===== config.mk =====
export PLATFORM = sky130hd
export DESIGN_NAME = gcd_sched
export DESIGN_NICKNAME = d
export VERILOG_FILES = /design/src/rtl/gcd_pkg.sv /design/src/rtl/gcd_core.sv /design/src/rtl/gcd_sched.sv
export SDC_FILE = /design/constraint.sdc
export NUM_CORES = 1
export LEC_CHECK = 0
export CORE_ASPECT_RATIO = 1.1
export CORE_MARGIN = 3
export CORE_UTILIZATION = 50
export DETAILED_ROUTE_END_ITERATION = 7
export PLACE_DENSITY = 0.83
export SKIP_LAST_GASP = 1
export SYNTH_ARGS = -nofsm -noshare
export SYNTH_HDL_FRONTEND = slang
export SYNTH_SLANG_ARGS = --single-unit

===== constraint.sdc =====
create_clock -name CLK -period 7.5 [get_ports CLK]
set_input_delay 2.25 -clock CLK [delete_from_list [all_inputs] [get_ports CLK]]
set_output_delay 2.25 -clock CLK [all_outputs]
set_load 0.01 [all_outputs]

===== src/rtl/gcd_pkg.sv =====
// Shared types and defaults for the shared GCD scheduler and its datapath.
package gcd_pkg;

  // Scheduler FSM: wait for a request, iterate the remainder datapath, hold the result.
  typedef enum logic [1:0] {
    IDLE   = 2'd0,
    CALC   = 2'd1,
    RESULT = 2'd2
  } sched_state_t;

  // Default operand/result width.
  localparam int DEFAULT_W = 5;

endpackage


===== src/rtl/gcd_core.sv =====
// Euclid remainder datapath: holds A and B and performs one A % B step per cycle.
module gcd_core
  import gcd_pkg::*;
#(
  parameter int W = DEFAULT_W
) (
  input  logic         CLK,
  input  logic         Reset,
  input  logic         load,
  input  logic [W-1:0] number1,
  input  logic [W-1:0] number2,
  input  logic         step,
  output logic [W-1:0] A_out,
  output logic         B_zero
);

  logic [W-1:0] a_q, a_d;
  logic [W-1:0] b_q, b_d;

  // Next operands: load wins over step; a step with B == 0 is ignored so the modulo never sees a zero divisor.
  always_comb begin
    a_d = a_q;
    b_d = b_q;
    if (load) begin
      a_d = number1;
      b_d = number2;
    end else if (step && (b_q != '0)) begin
      a_d = b_q;
      b_d = a_q % b_q;
    end
  end

  // Operand registers, cleared by the asynchronous reset.
  always_ff @(posedge CLK or posedge Reset) begin
    if (Reset) begin
      a_q <= '0;
      b_q <= '0;
    end else begin
      a_q <= a_d;
      b_q <= b_d;
    end
  end

  assign A_out  = a_q;
  assign B_zero = (b_q == '0);

endmodule


===== src/rtl/gcd_sched.sv =====
// Round-robin scheduler sharing one GCD remainder datapath among NREQ requesters.
module gcd_sched
  import gcd_pkg::*;
#(
  parameter int NREQ = 4,
  parameter int W    = DEFAULT_W,
  parameter int IDW  = 2
) (
  input  logic              CLK,
  input  logic              Reset,
  input  logic [NREQ-1:0]   req,
  input  logic [NREQ*W-1:0] number1_flat,
  input  logic [NREQ*W-1:0] number2_flat,
  output logic [NREQ-1:0]   ack,
  output logic              busy,
  output logic              done_valid,
  output logic [IDW-1:0]    done_id,
  output logic [W-1:0]      GSD,
  input  logic              done_ready
);

  // The guard forces a result after this many CALC cycles; Euclid on W-bit operands finishes well before it.
  localparam int GUARD_MAX = 2 * W + 2;
  localparam int GW        = $clog2(GUARD_MAX + 1);

  sched_state_t      state_q, state_d;
  logic [IDW-1:0]    rrPtr_q, rrPtr_d;
  logic [IDW-1:0]    id_q, id_d;
  logic [NREQ-1:0]   ack_q, ack_d;
  logic              busy_q, busy_d;
  logic              doneValid_q, doneValid_d;
  logic [W-1:0]      gsd_q, gsd_d;
  logic [GW-1:0]     guard_q, guard_d;

  logic [IDW-1:0]    win;
  logic              load;
  logic              step;
  logic [W-1:0]      opA;
  logic [W-1:0]      opB;
  logic [W-1:0]      aOut;
  logic              bZero;

  // First requester found scanning upward from the pointer, wrapping past NREQ-1.
  function automatic logic [IDW-1:0] rrSelect(input logic [NREQ-1:0] r, input logic [IDW-1:0] p);
    logic [IDW-1:0] sel;
    logic           found;
    int             idx;
    sel   = '0;
    found = 1'b0;
    for (int i = 0; i < NREQ; i++) begin
      idx = (int'(p) + i) % NREQ;
      if (!found && r[idx]) begin
        sel   = IDW'(idx);
        found = 1'b1;
      end
    end
    return sel;
  endfunction

  assign win = rrSelect(req, rrPtr_q);
  assign opA = number1_flat[int'(win)*W +: W];
  assign opB = number2_flat[int'(win)*W +: W];

  gcd_core #(
    .W(W)
  ) u_core (
    .CLK    (CLK),
    .Reset  (Reset),
    .load   (load),
    .number1(opA),
    .number2(opB),
    .step   (step),
    .A_out  (aOut),
    .B_zero (bZero)
  );

  // Next-state logic: grant in IDLE, iterate in CALC, hold the result until the consumer takes it.
  always_comb begin
    state_d     = state_q;
    rrPtr_d     = rrPtr_q;
    id_d        = id_q;
    ack_d       = '0;
    busy_d      = busy_q;
    doneValid_d = doneValid_q;
    gsd_d       = gsd_q;
    guard_d     = guard_q;
    load        = 1'b0;
    step        = 1'b0;
    unique case (state_q)
      IDLE: begin
        if (|req) begin
          load    = 1'b1;
          id_d    = win;
          ack_d   = NREQ'(1) << win;
          busy_d  = 1'b1;
          guard_d = '0;
          state_d = CALC;
        end
      end
      CALC: begin
        if (bZero || (guard_q == GW'(GUARD_MAX - 1))) begin
          gsd_d       = aOut;
          doneValid_d = 1'b1;
          state_d     = RESULT;
        end else begin
          step    = 1'b1;
          guard_d = guard_q + GW'(1);
        end
      end
      RESULT: begin
        if (done_ready) begin
          doneValid_d = 1'b0;
          busy_d      = 1'b0;
          rrPtr_d     = (id_q == IDW'(NREQ - 1)) ? '0 : id_q + IDW'(1);
          state_d     = IDLE;
        end
      end
      default: begin
        state_d = IDLE;
      end
    endcase
  end

  // State and response registers; reset drops any job in flight without a response.
  always_ff @(posedge CLK or posedge Reset) begin
    if (Reset) begin
      state_q     <= IDLE;
      rrPtr_q     <= '0;
      id_q        <= '0;
      ack_q       <= '0;
      busy_q      <= 1'b0;
      doneValid_q <= 1'b0;
      gsd_q       <= '0;
      guard_q     <= '0;
    end else begin
      state_q     <= state_d;
      rrPtr_q     <= rrPtr_d;
      id_q        <= id_d;
      ack_q       <= ack_d;
      busy_q      <= busy_d;
      doneValid_q <= doneValid_d;
      gsd_q       <= gsd_d;
      guard_q     <= guard_d;
    end
  end

  assign ack        = ack_q;
  assign busy       = busy_q;
  assign done_valid = doneValid_q;
  assign done_id    = doneValid_q ? id_q : '0;
  assign GSD        = gsd_q;

endmodule


* After elaboration in Yosys (flattened, before gate mapping)
Index checks and enable logic that the tools add are counted.
** Word-level totals
- Register bits :: 31
- Input bits :: 47
** Operators by class
- Divide/modulo/power cells :: 1
- Add/subtract/negate cells :: 5
- Equal/unequal tests :: 8
- Reduce and logical (&&, ||, !) cells :: 26
- Bitwise logic cells :: 3
- $mul :: 1
- Shift-type cells :: 3
- Mux-type cells :: 42
- Order comparisons :: 4
** Operators by type and width (number)
- 20-bit by 32-bit indexed part select with 5-bit output :: 1
- 5-bit 2-to-1 mux :: 4
- 20-bit by 6-bit indexed part select with 5-bit output :: 1
- 2-bit 2-to-1 mux :: 9
- 1-bit 2-to-1 mux :: 17
- 4-bit 2-to-1 mux :: 4
- 3-bit by 4-bit less-than comparator with 1-bit output (second input constant) :: 3
- 3-bit AND reduction :: 4
- 1-bit binary-select mux with 2-bit select :: 4
- 2-bit != test (second input constant) :: 4
- 4-bit case mux with 2 select lines :: 1
- 2-bit nonzero test :: 4
- 2-bit case mux with 3 select lines :: 1
- 2-bit AND reduction :: 3
- 2-bit OR reduction :: 3
- 5-bit logical NOT :: 1
- 5-bit by 5-bit modulo with 5-bit output :: 1
- 2-bit by 3-bit multiplier with 5-bit output (second input constant) :: 1
- 5-bit nonzero test :: 1
- 2-bit by 1-bit adder with 2-bit output (second input constant) :: 2
- 2-bit adder (second input constant) :: 2
- 4-bit by 1-bit adder with 4-bit output (second input constant) :: 1
- 2-bit == test (second input constant) :: 2
- 4-bit == test (second input constant) :: 1
- other kinds (10) :: 18

* Depth between registers and ports, before layout
- Depth in word-level cells :: 17
- Depth in mapped cells :: 29
- Depth with buffers taken out :: 27

* By module
Synthesis repeated with hierarchy kept, for this count alone.
** Unflattened totals
- Cell total of the unflattened synthesis :: 264
- Area total of the unflattened synthesis :: 2468.6 sq um
** Modules (own cells, without submodules)
- gcd_sched :: area each 1290.0 sq um, instances 1, cells each 118, seq. area each 525.5 sq um
- gcd_core :: area each 1178.6 sq um, instances 1, cells each 146, seq. area each 250.2 sq um

* Least setup slack after synthesis
No wires, ideal clock.
- Kind :: flip-flop to flip-flop
- Start :: register u_core.b_q[4]
- End :: register u_core.b_q[1]
- Setup slack :: 1.646 ns
- Period minus slack after synthesis :: 5.854 ns
- Required time :: 7.368 ns
- Arrival :: 5.721 ns
- Library setup time :: 0.132 ns
- Stages on the path, launching flop included :: 26
- Cells stage by stage :: dfrtp_1 > or3_1 > buf_6 > nor2_1 > a21oi_1 > a21oi_1 > ha_1 > or4b_1 > a31oi_1 > a21oi_2 > ha_1 > o211ai_1 > a211oi_2 > nand3_1 > o31ai_2 > ha_1 > and4_1 > o31a_1 > buf_2 > mux2i_1 > ha_1 > nor2b_1 > o31a_1 > o22ai_2 > mux2i_1 > o221ai_2
** On the way
- Longest elaborated chain between the ends :: 6
** Ends and longest elaborated chain
- start, declared :: RTL line gcd_core.sv:18 : logic [W-1:0] b_q, b_d;
- start signal, assigned :: RTL line gcd_core.sv:37 : b_q <= '0;
- start signal, assigned :: RTL line gcd_core.sv:40 : b_q <= b_d;
- parallel branches: the longest is 6 deep, another holds 5-bit by 5-bit modulo with 5-bit output
Several ways; the timed one is not identified. The select of a mux whose other input is x is not followed.
A chain may end at the register's enable or synchronous reset.

* Worst setup path after layout
Same ends and word-level chain as after synthesis.

==> impl_metrics.yaml <==
placement:
  io_buffers: 59
  placed_cell_area_um2: 3060
  gp_congestion: 0.827
  place_hpwl_um: 4620
clock_tree:
  cts_resized: 0
  clockBufferDepth: 2
  path_clk_slew_ps: 70
  clkLatencyLatePin_ps: 280
  cts_hold_buf: 0
  numClockSinks: 31
  cts-htree-levels: 2
  clock-root-buffer: "clkbuf_8"
  post_cts_buffers: 0
  cts_tree: "done"
  cts_inserted_buffers: 5
layout:
  multiInputGateArea_um2: 1570
  fillCellCount: 371
  layout_commonest_cell: "clkdlybuf4s50_1"
  diodes: 0
  finalNetCount: 380
  syn2layout_area_growth_pct: 27.8
  register_area_um2: 776
  final_util: 0.668
  layout_common_cells: "clkdlybuf4s50_1, dfrtp_1, nand2_1, mux2i_1, nor2_1"
  finalInstanceArea_um2: 3150
  drive_above_1_share: 0.111
critical_path:
  arrival_ps: 6620
  path_max_fanout: 8
  crit_type: "flop to flop"
  required_ps: 7650
  critPathCaptureType: "flop"
  startpoint_type: "flop"
synth:
  async_flop_share: 1.00
  synth-seq-cells: 31
  syn-num-nets: 324
  synth_ff_type: "dfrtp_1"
  synthCells: 258
  syn_area_um2: 2460
  synth_edf_count: 0
  synth_cell_type_count: 55
  yosysWarnings: 0
  avgSynthCellArea_um2: 9.55
  yosysSeqAreaShare: 0.315
floorplanning:
  die_width_um: 72.9
  die_y_um: 79.6
  core-area_um2: 4720
  die_area_um2: 5810
  start_util: 0.523
  io-pin-count: 60
  rows: 26
detailed_routing:
  drt_wl_total_um: 5830
  drt_first_pass_iters: 4
  viasPerCell: 5.67
  wl_per_cell_um: 15.7
  drtIter0Drc: 141
  drcViolationCount: 0
  vias: 2099
  antenna_left: 0
grt:
  grt_overflow_total: 0
  grt_pass1_vias: 2164
  grt_max_degree: 32
  antenna_found_initial: 0
  track_usage: 0.216
  grt_first_pass_wirelength_um: 9660
timing:
  max-slew-margin-rel: 0.206
  finalHoldViolations: 0
  setup-tns-final_ps: 0
  rsz0062_at_grt: "no"
  finClkSkew_ps: 6.36
  worst_pin_slew_ps: 1190
  fmax_ghz: 0.155
  finalMaxSlewViolations: 0
  setup_viol: 0
  period_needed_ps: 6470
  fin_crit_sh: 0.862
run_status:
  status: "finished clean"
job:
  maxCapViolations: 0
worst_hold_path:
  hold_class: "flop to flop"
-- through the flow --
stage / hold slack (ps) / cells / setup slack [ps]
after floorplan: 468 / 258 / 1650
after global placement: 461 / 363 / 1370
after detailed placement: 469 / 363 / 1160
after CTS: 484 / 370 / 1070
after global routing: 520 / 370 / 531
final: 477 / 370 / 1030
-- cell type report --
type,instances,share of cell area
sequential,31,0.246
tap,56,0.0222
timing repair buffer,60,0.190
clock buffer,6,0.0262
multi-input combinational,202,0.497
clock inverter,1,0.00159
inverter,14,0.0167
-- cell usage after synthesis (all sizes together), types with 6 or more instances --
library cell / n / area (um^2)
dfrtp: 31 / 776
mux2i: 25 / 250
nand2: 25 / 93.8
nor2: 21 / 95.1
o21ai: 20 / 100
ha: 18 / 225
inv: 14 / 52.6
mux2: 13 / 150
a21oi: 9 / 48.8
buf: 8 / 60.1
nor2b: 8 / 50.1
nand2b: 6 / 37.5
-- sequential cells by signal (all words and copies together) (netlist names) --
register      count
id_q              2
state_q           2
done_valid        1
u_core.A_out      5
u_core.b_q        5
rrPtr_q           2
busy              1
guard_q           4
GSD               5
ack               4
-- routing by layer --
layer	wire, um	GRT usage
met5	0	0
met4	67	0.0738
met3	432	0.0668
met2	2930	0.373
met1	2400	0.250
-- final timing paths --
path	slack (ps)	cells past startpoint	endpoint	startpoint
max	1030	23	u_core.b_q[1]$_DFFE_PP0P_	u_core.b_q[4]$_DFFE_PP0P_
min	480	2	GSD[0]$_DFFE_PP0P_	GSD[0]$_DFFE_PP0P_
max reg2reg	1030	23	u_core.b_q[1]$_DFFE_PP0P_	u_core.b_q[4]$_DFFE_PP0P_
min reg2reg	480	2	GSD[0]$_DFFE_PP0P_	GSD[0]$_DFFE_PP0P_
max in group asynchronous	4870	3	ack[0]$_DFF_PP0_	Reset
min in group asynchronous	2350	3	rrPtr_q[1]$_DFFE_PP0P_	Reset
-- worst max-delay path, cell delays in order, from the launching register on --
cell and delay (ps):
dfrtp_1 460, or3_1 520, nor2_1 160, a21oi_1 80, a21oi_1 120, ha_1 280, or4b_1 510, a31oi_1 210
a21oi_2 60, ha_1 340, o211ai_1 120, a211oi_2 380, nand3_1 160, o31ai_2 120, ha_1 340, and4_1 220
o31a_1 380, mux2i_1 320, ha_1 310, nor2b_1 150, o31a_1 260, o22ai_2 310, mux2i_1 370, o221ai_2 160
-- logic make-up (layout without fill, tap and decap cells) --
family                   Yosys count  after routing  share of synthesized area
multiplexers                      38             38                      0.162
AND/OR/NAND/NOR                   77             77                      0.159
buffers and inverters             25             81                     0.0503
adder cells (fa/ha/maj)           19             19                     0.0995
AO/OA/AOI/OAI                     60             60                      0.185
XOR/XNOR                           8              8                     0.0284
flip-flops                        31             31                      0.315
Power is left out: the tool's default activity adds up to more than one toggle a clock period on the data nets, which glitch-free logic cannot reach.
